==> src/rtl/vga_raster_driver_pkg.sv <==
// Shared timing defaults, bus widths and helper types for the VGA raster driver.
// VGA_TEST_PATTERN_EN: when defined, the top module uses bar_colour() below.
package vga_raster_driver_pkg;

    // 640x480@60 default timing (pixels / lines)
    localparam int HORIZONTAL_WIDTH_PIXELS = 640;
    localparam int H_FRONT_PORCH           = 16;
    localparam int H_SYNC_PULSE            = 96;
    localparam int H_BACK_PORCH            = 48;

    localparam int VERTICAL_HEIGHT_PIXELS  = 480;
    localparam int V_FRONT_PORCH           = 10;
    localparam int V_SYNC_PULSE            = 2;
    localparam int V_BACK_PORCH            = 33;

    // Bus widths
    localparam int COORD_W  = 10;
    localparam int COLOUR_W = 8;

    // Timing flags that travel with a coordinate until its colour arrives.
    // All-zero means blank, no sync, so a cleared pipe is the idle state.
    typedef struct packed {
        logic hsync;
        logic vsync;
        logic visible;
    } timing_flags_t;

    // Colour of one of the 8 vertical bars, packed {r, g, b}.
    // Order: white, yellow, cyan, green, magenta, red, blue, black.
    function automatic logic [3*COLOUR_W-1:0] bar_colour(input logic [2:0] bar);
        bar_colour = {{COLOUR_W{~bar[1]}}, {COLOUR_W{~bar[2]}}, {COLOUR_W{~bar[0]}}};
    endfunction

endpackage

==> src/rtl/signal_delay_line.sv <==
// Fixed-depth register delay line with asynchronous active-low clear.
// DEPTH=0 degenerates to a plain wire.
module signal_delay_line #(
    parameter int WIDTH = 1,
    parameter int DEPTH = 1
) (
    input  logic             clock_i,
    input  logic             reset_n_i,
    input  logic [WIDTH-1:0] data_i,
    output logic [WIDTH-1:0] data_o
);

    if (DEPTH == 0) begin : g_pass
        // Clock and reset have no job in the passthrough case.
        logic unused_clk_rst;
        assign unused_clk_rst = clock_i ^ reset_n_i;
        assign data_o         = data_i;
    end else begin : g_pipe
        logic [WIDTH-1:0] stage_q [DEPTH];

        // Shift register: stage 0 takes the input, each later stage its predecessor.
        always_ff @(posedge clock_i or negedge reset_n_i) begin
            if (!reset_n_i) begin
                for (int i = 0; i < DEPTH; i++) begin
                    stage_q[i] <= '0;
                end
            end else begin
                stage_q[0] <= data_i;
                for (int i = 1; i < DEPTH; i++) begin
                    stage_q[i] <= stage_q[i-1];
                end
            end
        end

        assign data_o = stage_q[DEPTH-1];
    end

endmodule

==> src/rtl/vga_raster_driver.sv <==
// VGA raster timing master: issues pixel coordinates to a pixel source, takes
// the colour back PIXEL_LATENCY cycles later and drives ADV7123 DAC pins with
// sync/blank delayed to match. Pin latency is PIXEL_LATENCY+1 cycles.
// VGA_TEST_PATTERN_EN: replace the source colour by 8 vertical colour bars.
module vga_raster_driver
    import vga_raster_driver_pkg::*;
#(
    parameter int H_VISIBLE     = HORIZONTAL_WIDTH_PIXELS,
    parameter int H_FRONT       = H_FRONT_PORCH,
    parameter int H_SYNC        = H_SYNC_PULSE,
    parameter int H_BACK        = H_BACK_PORCH,
    parameter int V_VISIBLE     = VERTICAL_HEIGHT_PIXELS,
    parameter int V_FRONT       = V_FRONT_PORCH,
    parameter int V_SYNC        = V_SYNC_PULSE,
    parameter int V_BACK        = V_BACK_PORCH,
    parameter int PIXEL_LATENCY = 1     // 0..4
) (
    input  logic                clock_i,
    input  logic                reset_n_i,
    input  logic [COLOUR_W-1:0] red_i,
    input  logic [COLOUR_W-1:0] green_i,
    input  logic [COLOUR_W-1:0] blue_i,
    output logic [COORD_W-1:0]  x_pixel_coord_o,
    output logic [COORD_W-1:0]  y_pixel_coord_o,
    output logic                is_inside_visible_region_o,
    output logic                frame_start_o,
    output logic [COLOUR_W-1:0] vga_r_o,
    output logic [COLOUR_W-1:0] vga_g_o,
    output logic [COLOUR_W-1:0] vga_b_o,
    output logic                vga_hsync_n_o,
    output logic                vga_vsync_n_o,
    output logic                vga_blank_n_o,
    output logic                vga_sync_n_o,
    output logic                vga_clk_o
);

    localparam int H_TOT = H_VISIBLE + H_FRONT + H_SYNC + H_BACK;
    localparam int V_TOT = V_VISIBLE + V_FRONT + V_SYNC + V_BACK;

    localparam logic [COORD_W-1:0] H_LAST     = COORD_W'(H_TOT - 1);
    localparam logic [COORD_W-1:0] V_LAST     = COORD_W'(V_TOT - 1);
    localparam logic [COORD_W-1:0] H_VIS_END  = COORD_W'(H_VISIBLE);
    localparam logic [COORD_W-1:0] V_VIS_END  = COORD_W'(V_VISIBLE);
    localparam logic [COORD_W-1:0] HS_START   = COORD_W'(H_VISIBLE + H_FRONT);
    localparam logic [COORD_W-1:0] HS_END     = COORD_W'(H_VISIBLE + H_FRONT + H_SYNC);
    localparam logic [COORD_W-1:0] VS_START   = COORD_W'(V_VISIBLE + V_FRONT);
    localparam logic [COORD_W-1:0] VS_END     = COORD_W'(V_VISIBLE + V_FRONT + V_SYNC);

    localparam int RGB_W = 3 * COLOUR_W;

    logic [COORD_W-1:0] h_q, h_d;
    logic [COORD_W-1:0] v_q, v_d;

    timing_flags_t flags_now;
    timing_flags_t flags_dly;

    logic [COLOUR_W-1:0] src_r, src_g, src_b;

    logic [RGB_W-1:0] rgb_q, rgb_d;
    logic             hsync_n_q;
    logic             vsync_n_q;
    logic             blank_n_q;

    // Raster counters: h every cycle, v on each line wrap, both wrap at TOTAL-1.
    always_comb begin
        h_d = h_q + 1'b1;
        v_d = v_q;
        if (h_q == H_LAST) begin
            h_d = '0;
            v_d = (v_q == V_LAST) ? '0 : v_q + 1'b1;
        end
    end

    // Counter registers; reset puts the raster back at (0,0) immediately.
    always_ff @(posedge clock_i or negedge reset_n_i) begin
        if (!reset_n_i) begin
            h_q <= '0;
            v_q <= '0;
        end else begin
            h_q <= h_d;
            v_q <= v_d;
        end
    end

    // Sync and visibility decoded from the counters at coordinate time.
    // Visible is gated by reset so the source sees an idle raster while held.
    always_comb begin
        flags_now.hsync   = (h_q >= HS_START) && (h_q < HS_END);
        flags_now.vsync   = (v_q >= VS_START) && (v_q < VS_END);
        flags_now.visible = reset_n_i && (h_q < H_VIS_END) && (v_q < V_VIS_END);
    end

    assign x_pixel_coord_o            = h_q;
    assign y_pixel_coord_o            = v_q;
    assign is_inside_visible_region_o = flags_now.visible;
    assign frame_start_o              = reset_n_i && (h_q == '0) && (v_q == '0);

    // Hold the flags back until the matching colour comes out of the source.
    signal_delay_line #(
        .WIDTH ($bits(timing_flags_t)),
        .DEPTH (PIXEL_LATENCY)
    ) u_flag_delay (
        .clock_i   (clock_i),
        .reset_n_i (reset_n_i),
        .data_i    (flags_now),
        .data_o    (flags_dly)
    );

`ifdef VGA_TEST_PATTERN_EN
    localparam int BAR_W = H_VISIBLE / 8;

    logic [2:0]       bar_now;
    logic [2:0]       bar_dly;
    logic [RGB_W-1:0] pattern_rgb;
    logic             unused_source;

    // Bar index by threshold compare, avoiding a divider on the counter.
    always_comb begin
        bar_now = '0;
        for (int k = 1; k < 8; k++) begin
            if (h_q >= COORD_W'(k * BAR_W)) begin
                bar_now = 3'(k);
            end
        end
    end

    // Bar index travels alongside the flags so the pattern lines up with sync.
    signal_delay_line #(
        .WIDTH (3),
        .DEPTH (PIXEL_LATENCY)
    ) u_bar_delay (
        .clock_i   (clock_i),
        .reset_n_i (reset_n_i),
        .data_i    (bar_now),
        .data_o    (bar_dly)
    );

    assign pattern_rgb   = bar_colour(bar_dly);
    assign src_r         = pattern_rgb[RGB_W-1 -: COLOUR_W];
    assign src_g         = pattern_rgb[2*COLOUR_W-1 -: COLOUR_W];
    assign src_b         = pattern_rgb[COLOUR_W-1:0];
    assign unused_source = ^{red_i, green_i, blue_i};
`else
    assign src_r = red_i;
    assign src_g = green_i;
    assign src_b = blue_i;
`endif

    // Source colour is only passed on inside the visible window.
    always_comb begin
        rgb_d = '0;
        if (flags_dly.visible) begin
            rgb_d = {src_r, src_g, src_b};
        end
    end

    // Single output register joining colour with the delayed sync/blank.
    always_ff @(posedge clock_i or negedge reset_n_i) begin
        if (!reset_n_i) begin
            rgb_q     <= '0;
            hsync_n_q <= 1'b1;
            vsync_n_q <= 1'b1;
            blank_n_q <= 1'b0;
        end else begin
            rgb_q     <= rgb_d;
            hsync_n_q <= ~flags_dly.hsync;
            vsync_n_q <= ~flags_dly.vsync;
            blank_n_q <= flags_dly.visible;
        end
    end

    assign vga_r_o       = rgb_q[RGB_W-1 -: COLOUR_W];
    assign vga_g_o       = rgb_q[2*COLOUR_W-1 -: COLOUR_W];
    assign vga_b_o       = rgb_q[COLOUR_W-1:0];
    assign vga_hsync_n_o = hsync_n_q;
    assign vga_vsync_n_o = vsync_n_q;
    assign vga_blank_n_o = blank_n_q;
    assign vga_sync_n_o  = 1'b0;
    // DAC latches on the falling pixel-clock edge, mid-way through our data.
    assign vga_clk_o     = ~clock_i;

endmodule

==> config.mk <==
export PLATFORM = sky130hd
export DESIGN_NAME = vga_raster_driver
export DESIGN_NICKNAME = d
export VERILOG_FILES = /design/src/rtl/vga_raster_driver_pkg.sv /design/src/rtl/signal_delay_line.sv /design/src/rtl/vga_raster_driver.sv
export SDC_FILE = /design/constraint.sdc
export NUM_CORES = 1
export LEC_CHECK = 0
export ABC_AREA = 1
export ABC_CLOCK_PERIOD_IN_PS = 2000
export CAP_MARGIN = 20
export CORE_MARGIN = 2
export CORE_UTILIZATION = 48
export DETAILED_ROUTE_END_ITERATION = 7
export PLACE_DENSITY = 0.84
export SETUP_SLACK_MARGIN = 0.05
export SLEW_MARGIN = 40
export SYNTH_ARGS = -nofsm -noshare
export SYNTH_HDL_FRONTEND = slang
export SYNTH_HIERARCHICAL = 1
export SYNTH_SLANG_ARGS = --single-unit
==> constraint.sdc <==
create_clock -name clock_i -period 2 [get_ports clock_i]
set_input_delay 0.4 -clock clock_i [delete_from_list [all_inputs] [get_ports clock_i]]
set_output_delay 0.4 -clock clock_i [all_outputs]
set_load 0.005 [all_outputs]
==> results of run 1 <==
==> critical path, stage by stage <==
cell and delay [ns]:
clkbuf_8 0.14, clkbuf_16 0.14, inv_1 0.04, clkdlybuf4s15_1 0.19
==> synthesized netlist by cell type (all sizes together) <==
library cell | instances | area [sq um]
and2 | 1 | 6.260
o21ai | 8 | 40.03
nand3b | 1 | 7.510
clkbuf | 2 | 7.510
a21oi | 1 | 5.000
inv | 52 | 195.2
nor3b | 1 | 7.510
ha | 5 | 62.56
nand3 | 10 | 55.05
nand2 | 60 | 230.2
nor3 | 8 | 40.04
xnor2 | 1 | 8.760
xor2 | 6 | 52.55
buf | 4 | 31.27
dfrtp | 48 | 1201
conb | 1 | 3.750
dfstp | 2 | 52.55
nor2 | 26 | 122.6
nand4 | 8 | 62.56
o21bai | 1 | 7.510
nor4 | 2 | 12.51
a31oi | 1 | 6.260
==> flip-flops by register name, indices dropped and copies added, names as in the netlist <==
register	count
vga_blank_n_o	1
vga_hsync_n_o	1
rgb_q	24
x_pixel_coord_o	10
u_flag_delay/data_o	3
vga_vsync_n_o	1
y_pixel_coord_o	10
==> kinds of logic after synthesis <==
family          count (synthesis)  synth area share
other cells                     1          0.001690
compound gates                 11           0.02651
fa+ha+maj                       5           0.02820
xor+xnor                        7           0.02764
buf+inv                        58            0.1055
simple gates                  117            0.2453
flops                          50            0.5651
==> worst max path at each step <==
stage	from	to	slack, ns	cells after the start
global route	x_pixel_coord_o[8]$_DFF_PN0_	is_inside_visible_region_o	0.02	5
global placement	clock_i	vga_clk_o	0.09	2
finish	clock_i	vga_clk_o	0.09	4
floorplan	clock_i	vga_clk_o	0.56	1
CTS	x_pixel_coord_o[8]$_DFF_PN0_	is_inside_visible_region_o	0.004	5
detailed placement	x_pixel_coord_o[8]$_DFF_PN0_	is_inside_visible_region_o	0.07	4
==> where the power goes <==
part           internal, mW  total, mW  switching [mW]
sequential             1.04       1.05          0.0149
combinational        0.0957      0.152          0.0560
clock                 0.361      0.738           0.377
==> what timing repair did <==
action | CTS | global route
setup buffers | 6 | 0
pin swaps | 1 | 2
setup endpoints to repair | 3 | 3
resized for setup | 8 | 11
cloned | 0 | 0
==> metal layers <==
layer | vias to the layer above | GRT usage | wire, um | share of wire
li1 | 941 | - | - | -
met4 | 0 | 0.07547 | 123 | 0.022
met5 | - | 0 | 0 | 0
met2 | 86 | 0.3683 | 2700 | 0.49
met3 | 10 | 0.05278 | 402 | 0.072
met1 | 903 | 0.2876 | 2339 | 0.42
==> metrics by stage <==
step / setup slack (ns) / cells
global placement: 0.09469 / 383
floorplan: 0.5569 / 249
CTS: 0.004258 / 397
global route: 0.02442 / 397
detailed placement: 0.06931 / 383
finish: 0.09193 / 397
==> final cells by class <==
cell class	count	area share
clock inverter	4	0.007271
sequential	50	0.3838
clock buffer	8	0.03215
timing repair buffer	91	0.2610
tap	52	0.01990
inverter	51	0.05855
multi-input combinational	141	0.2373
==> impl_metrics.py, run 1 <==
metrics = {
    "clock_network": {
        "clock_path_buffers": 2,
        "htree_levels": 2,
        "clk_latency_ns": 0.40,
        "tritoncts": "done",
        "postCtsHoldBufs": 0,
        "clkTransAtPathRegs_ns": 0.08,
        "cts_root_buf": "clkbuf_8",
        "numCtsBuffers": 5,
    },
    "logic_synthesis": {
        "avgSynthCellArea_sq_um": 8.909,
        "netlist_area_sq_um": 2218,
        "synthCells": 249,
        "yosysWarnings": 6,
        "ys_ff_latch": 50,
        "syn_nets": 280,
        "ys_types": 30,
        "ys_seq_area_frac": 0.5651,
    },
    "layout": {
        "n_antenna_cell": 0,
        "drive_above_1_share": 0.1449,
        "nFillCells": 299,
        "nets": 375,
        "design_area_sq_um": 3269,
        "final_util": 0.7406,
        "regArea_sq_um": 1255,
        "syn_to_final_growth_pct": 47.38,
        "final_cell_mix": "clkdlybuf4s50_1 (71), nand2_1 (57), inv_1 (51)",
        "final_common_cell": "clkdlybuf4s50_1",
        "multi_input_area_sq_um": 775.7,
    },
    "worst_setup_path": {
        "cp-start-kind": "clock port",
        "crit_type": "clock port to output pin",
        "crit_fanout": 4,
        "rrSetupSlack_ns": 0.36,
        "ff2ff_path_depth": 8,
        "cp.required_ns": 1.60,
        "cp.arrival_ns": 1.51,
        "r2r-end": "y_pixel_coord_o[5]$_DFFE_PN0N_",
        "timing.rr.start": "x_pixel_coord_o[0]$_DFF_PN0_",
        "crit_path_end_kind": "output pin",
    },
    "global_routing": {
        "grt_overflow": 0,
        "grt_pass1_wl_um": 8811,
        "antenna_found_initial": 0,
        "track_usage": 0.2219,
        "grt_pass1_vias": 1857,
        "grt_max_degree": 51,
    },
    "sta": {
        "maxSlewHeadroom": 0.4989,
        "whs_ns": 0.1226,
        "finalSetupTns_ns": 0,
        "slew_viol_final": 0,
        "tightest_slew_ns": 0.7517,
        "finalCriticalPeriod_ns": 1.908,
        "rsz0062_at_grt": "yes",
        "hold_violations": 0,
        "fin_crit_sh": 0.9540,
        "setup_viol": 0,
        "fmax_mhz": 528.6,
        "fin_skew_ns": 0.09566,
    },
    "place": {
        "dp.final_hpwl_um": 4002,
        "portBuffers": 75,
        "place_congestion": 0.8337,
        "dpl_cell_area_sq_um": 3088,
    },
    "power_and_ir_drop": {
        "p_per_area_nw_per_um2": 593.9,
        "power_mw": 1.942,
        "ir_worst_vdd_mv": 0.4074,
        "p_leak_nw": 1.665,
    },
    "drt": {
        "drt_iter0_drc": 118,
        "vias": 1940,
        "viasPerCell": 4.887,
        "ant_nets": 0,
        "dr.pass1.iters": 4,
        "drc": 0,
        "route.detailed.wl_per_inst_um": 14.02,
        "wl_um": 5566,
    },
    "die": {
        "die_area_sq_um": 5181,
        "die_w_um": 71.98,
        "initial_core_util": 0.5026,
        "die_h_um": 71.98,
        "boundaryPins": 77,
        "row_count": 24,
        "core_area_sq_um": 4414,
    },
    "worst_hold_path": {
        "worst_hold_path_type": "primary input to async pin",
    },
    "status": {
        "outcome": "finished clean",
    },
    "flow_run": {
        "drv_cap": 0,
    },
}
(Power assumes the default switching activity.)
==> run 2: changes to the inputs <==
--- a/config.mk
+++ b/config.mk
@@ -13,7 +13,6 @@
 export DETAILED_ROUTE_END_ITERATION = 7
 export PLACE_DENSITY = 0.84
 export SETUP_SLACK_MARGIN = 0.05
-export SLEW_MARGIN = 40
 export SYNTH_ARGS = -nofsm -noshare
 export SYNTH_HDL_FRONTEND = slang
 export SYNTH_HIERARCHICAL = 1
==> results of run 2 <==
Final layout, timing and power as in run 1 (identical DEF).
